--- src/rtl/sync_fifo_pkg.sv ---
// Shared types and helpers for sync_fifo and its downstream drain stage.
package sync_fifo_pkg;
  localparam int DATA_WIDTH = 64;

  typedef logic [DATA_WIDTH-1:0] data_t;

  // Index width for a circular buffer of 'depth' entries (at least 1 bit).
  function automatic int ptr_w(input int depth);
    return (depth > 1) ? $clog2(depth) : 1;
  endfunction
endpackage

--- src/rtl/rv_skid_buf.sv ---
// Circular skid buffer presenting its head as a valid/ready stream.
// Push is a captured FIFO word; pop is the stream handshake.
module rv_skid_buf
  import sync_fifo_pkg::*;
#(
  parameter int DATA_WIDTH = sync_fifo_pkg::DATA_WIDTH,
  parameter int BUF_DEPTH  = 3
) (
  input  logic                             clock,
  input  logic                             rst,
  input  logic                             push,
  input  logic [DATA_WIDTH-1:0]            push_data,
  input  logic                             m_ready,
  output logic                             m_valid,
  output logic [DATA_WIDTH-1:0]            m_data,
  output logic [$clog2(BUF_DEPTH+1)-1:0]   occupancy
);
  localparam int PW = ptr_w(BUF_DEPTH);
  localparam int CW = $clog2(BUF_DEPTH + 1);
  localparam logic [PW-1:0] LAST = PW'(BUF_DEPTH - 1);

  logic [BUF_DEPTH-1:0][DATA_WIDTH-1:0] mem;
  logic [PW-1:0] wr_idx, rd_idx;
  logic [CW-1:0] count;
  logic          pop;

  // Wrap explicitly so non-power-of-2 depths work.
  function automatic logic [PW-1:0] nxt(input logic [PW-1:0] i);
    return (i == LAST) ? '0 : i + PW'(1);
  endfunction

  assign m_valid   = (count != '0);
  assign m_data    = mem[rd_idx];
  assign occupancy = count;
  assign pop       = m_valid & m_ready;

  always_ff @(posedge clock or negedge rst) begin
    if (!rst) begin
      mem    <= '0;
      wr_idx <= '0;
      rd_idx <= '0;
      count  <= '0;
    end else begin
      if (push) begin
        mem[wr_idx] <= push_data;
        wr_idx      <= nxt(wr_idx);
      end
      if (pop) rd_idx <= nxt(rd_idx);
      if (push && !pop)      count <= count + CW'(1);
      else if (!push && pop) count <= count - CW'(1);
    end
  end

  a_no_overflow: assert property (@(posedge clock) disable iff (!rst)
    count <= CW'(BUF_DEPTH));
  a_hold_stable: assert property (@(posedge clock) disable iff (!rst)
    (m_valid && !m_ready) |=> (m_valid && $stable(m_data)));
endmodule

--- src/rtl/sync_fifo_rv_drain.sv ---
// Drains sync_fifo into a valid/ready stream. Reads are issued only against
// free buffer credit, so fifo_rd_en never depends on m_ready.
module sync_fifo_rv_drain
  import sync_fifo_pkg::*;
#(
  parameter int DATA_WIDTH = sync_fifo_pkg::DATA_WIDTH,
  parameter int BUF_DEPTH  = 3
) (
  input  logic                             clock,
  input  logic                             rst,
  input  logic [DATA_WIDTH-1:0]            fifo_dout,
  input  logic                             fifo_empty,
  output logic                             fifo_rd_en,
  output logic [DATA_WIDTH-1:0]            m_data,
  output logic                             m_valid,
  input  logic                             m_ready,
  output logic [$clog2(BUF_DEPTH+1)-1:0]   occupancy
);
  localparam int CW = $clog2(BUF_DEPTH + 1);

  logic          inflight;
  logic [CW:0]   used;

  // Held words plus the word already on its way must leave room for one more.
  assign used       = {1'b0, occupancy} + (CW+1)'(inflight);
  assign fifo_rd_en = rst & !fifo_empty & (used < (CW+1)'(BUF_DEPTH));

  always_ff @(posedge clock or negedge rst) begin
    if (!rst) inflight <= 1'b0;
    else      inflight <= fifo_rd_en;
  end

  rv_skid_buf #(
    .DATA_WIDTH (DATA_WIDTH),
    .BUF_DEPTH  (BUF_DEPTH)
  ) u_buf (
    .clock     (clock),
    .rst       (rst),
    .push      (inflight),
    .push_data (fifo_dout),
    .m_ready   (m_ready),
    .m_valid   (m_valid),
    .m_data    (m_data),
    .occupancy (occupancy)
  );

  a_rd_not_empty: assert property (@(posedge clock) disable iff (!rst)
    fifo_rd_en |-> !fifo_empty);
endmodule

--- config.mk ---
export PLATFORM = sky130hd
export DESIGN_NAME = sync_fifo_rv_drain
export DESIGN_NICKNAME = d
export VERILOG_FILES = /design/src/rtl/sync_fifo_pkg.sv /design/src/rtl/rv_skid_buf.sv /design/src/rtl/sync_fifo_rv_drain.sv
export SDC_FILE = /design/constraint.sdc
export NUM_CORES = 1
export LEC_CHECK = 0
export ABC_AREA = 1
export CORE_MARGIN = 3
export CORE_UTILIZATION = 54
export DETAILED_ROUTE_END_ITERATION = 6
export GPL_ROUTABILITY_DRIVEN = 0
export GPL_TIMING_DRIVEN = 0
export PLACE_DENSITY = 0.91
export SKIP_LAST_GASP = 1
export SYNTH_ARGS = -nofsm -noshare
export SYNTH_HDL_FRONTEND = slang
export SYNTH_SLANG_ARGS = --single-unit
--- constraint.sdc ---
create_clock -name clock -period 1.8 [get_ports clock]
set_input_delay 0.36 -clock clock [delete_from_list [all_inputs] [get_ports clock]]
set_output_delay 0.36 -clock clock [all_outputs]
set_load 0.05 [all_outputs]
==> run metrics <==
outcome finished, violations left; failing checks negative hold slack, negative setup slack; GR Util met1 0.356; Synth top cells by count nand2_1, dfrtp_1, o21ai_1, inv_1, buf_6; num rows 46; Port Buffers 135; root cell of the clock tree clkbuf_16; share of layout cells above drive strength 1 0.281; ANT cells 0; area grow syn2layout 35.3%; achievable frequency roughly 460 MHz; placed standard-cell area between 0.01 and 0.015 mm2; RSZ-0062 raised after global routing yes; first-pass GRT wire length between 30,000 and 40,000 um; Synth Cell Area between 0.009 and 0.01 mm2; clk slew on worst S/H paths roughly 0.070 ns; largest net degree at the start of global routing around 120; area leader, netlist dfrtp_1; vias per cell around 5.8; worst reg2reg path depth 9; cell count after synthesis approximately 1,000; share of Yosys cell area claimed by the top area cell type 0.548; DRT Pass-1 Iters 6; die area ~0.018 mm2; M3 GR Usage 0.0546; Final Cell Area 0.0123 mm2; io pins about 140; worst hold path type input pin to async pin; Tot GR Track Use 0.277; startpoint class of the critical path flop; CTS Buf Count 17; vias in the first global route 7,893; DR iter-0 viols just over 900; pin slew with the least headroom to its limit between 0.5 and 0.6 ns; number of synthesized flops with an enable pin 0; worst hold slack -0.0995 ns; number of max-cap violations 0; Slew Viols, Final 0; Max Clock Skew roughly 0.0083 ns; top post-synthesis cells by area dfrtp_1, nand2_1, o21ai_1; Synth Register Bits 199; Vias 8,083; Hold Fails Final Rpt 76; Critical Path End Type output port; met2 usage 0.462; worst slack at placement -0.776 ns; CP Max Fanout 6; clock buffer depth 2; Yosys cell types 19; Main synth FF type dfrtp_1; Ys Warns 0; WP data required 1.44 ns; crit path DAT 1.82 ns; CORE AREA approximately 0.016 mm2; Slew headroom 0.608; GR peak layer met2; die width 136 um; CP Class flop to output port; syn_nets about 1,100; die height approximately 140 um; register area share after synthesis 0.548; Post-Route WL roughly 27,000 um; final worst path period share 1.21; initial core utilization 0.562; minimum clock period between 2 and 2.5 ns; grt ovf 0; residual DRC count 0; Final HPWL DP ~16,000 um; post-route ant nets 0; number of clock sinks a little under 200; nets@finish 1,245; Async S/R FF share, synth 1.00; Worst-Skew Late Latency about 0.44 ns; Mean Syn Cell Area around 9 um2; Worst Setup Slack, final -0.379 ns; most common cell in the netlist nand2_1; CTS tree yes; final setup vio count between 60 and 70; initial antenna violation count 0; average routed wire per standard cell just under 20 um; H-Tree Depth 4
[flip-flops by register name, indices dropped and copies added, names as in the netlist]
register and flops:
u_buf.occupancy 2, u_buf.wr_idx 2, u_buf.mem 192, inflight 1, u_buf.rd_idx 2
[metal layers]
metal | up-vias | wire (um) | share of wire
li1 | 3553 | - | -
met1 | 3959 | 10200 | 0.38
met2 | 487 | 13800 | 0.51
met3 | 84 | 2130 | 0.079
met4 | 0 | 984 | 0.036
met5 | - | 0 | 0
[repair_timing]
item / CTS / global route
pin swaps: 9 / 50
hold endpoints to repair: 76 / 76
endpoints found under the setup margin: 68 / 67
resized for setup: 512 / 112
gates cloned: 2 / 4
buffers inserted: 7 / 4
[through the flow]
stage	cells	util	TNS (ns)
floorplan	1002	-	-0.0350
global placement	1353	0.663	-1558.62
detailed placement	1354	0.665	-37.64
CTS	1395	0.726	-18.87
global route	1403	0.760	-24.29
finish	1403	0.760	-21.39
[worst max-delay path, stage by stage, from the launching register on]
cell     delay, ns
dfrtp_2       0.48
nor2_4        0.23
buf_8         0.19
buf_4         0.14
nand2_1       0.08
nand3_2       0.11
buf_8         0.15
[kinds of logic after synthesis]
group	after synthesis	synth area share
flops	199	0.548
simple gates	471	0.227
buf+inv	134	0.0962
compound gates	194	0.123
fa+ha+maj	3	0.00413
xor+xnor	1	0.000964
[final timing paths]
check,from,endpoint,slack (ns)
max,u_buf.rd_idx[0]$_DFFE_PN0P_,m_data[63],-0.38
min in group clock,u_buf.mem[107]$_DFFE_PN0P_,u_buf.mem[107]$_DFFE_PN0P_,0.49
max in group asynchronous,rst,u_buf.mem[152]$_DFFE_PN0P_,0.95
max reg2reg,u_buf.occupancy[0]$_DFFE_PN0P_,u_buf.occupancy[1]$_DFFE_PN0P_,0.20
min,rst,u_buf.mem[143]$_DFFE_PN0P_,-0.1
min reg2reg,u_buf.mem[107]$_DFFE_PN0P_,u_buf.mem[107]$_DFFE_PN0P_,0.49
[cells in the final DEF, fill, tap and decap left out, types with 3 or more instances in the layout]
| cell | n |
|---|---|
| inv_6 | 6 |
| buf_12 | 4 |
| buf_2 | 5 |
| nand2_2 | 23 |
| buf_8 | 63 |
| o21ai_1 | 135 |
| nand3_2 | 65 |
| dfrtp_1 | 194 |
| dfrtp_2 | 5 |
| buf_6 | 43 |
| nor2_4 | 4 |
| bufinv_16 | 3 |
| clkdlybuf4s50_1 | 66 |
| o21ai_2 | 40 |
| o21ai_0 | 19 |
| nand2_4 | 13 |
| buf_4 | 24 |
| nand2_1 | 359 |
| inv_1 | 70 |
| clkbuf_16 | 21 |
| nand3_1 | 3 |
[area by class of cell]
class	instances	area, um2
flip-flops and latches	199	4990
fillers	935	3880
multi-input cells	669	3590
repair buffers	153	1860
plain buffers	62	701
clock buffers	18	439
inverters	72	270
well taps	216	270
clock inverters	14	184
Power is not shown: default switching activity piles up to over one toggle a cycle in this logic, so the estimate is an artifact.
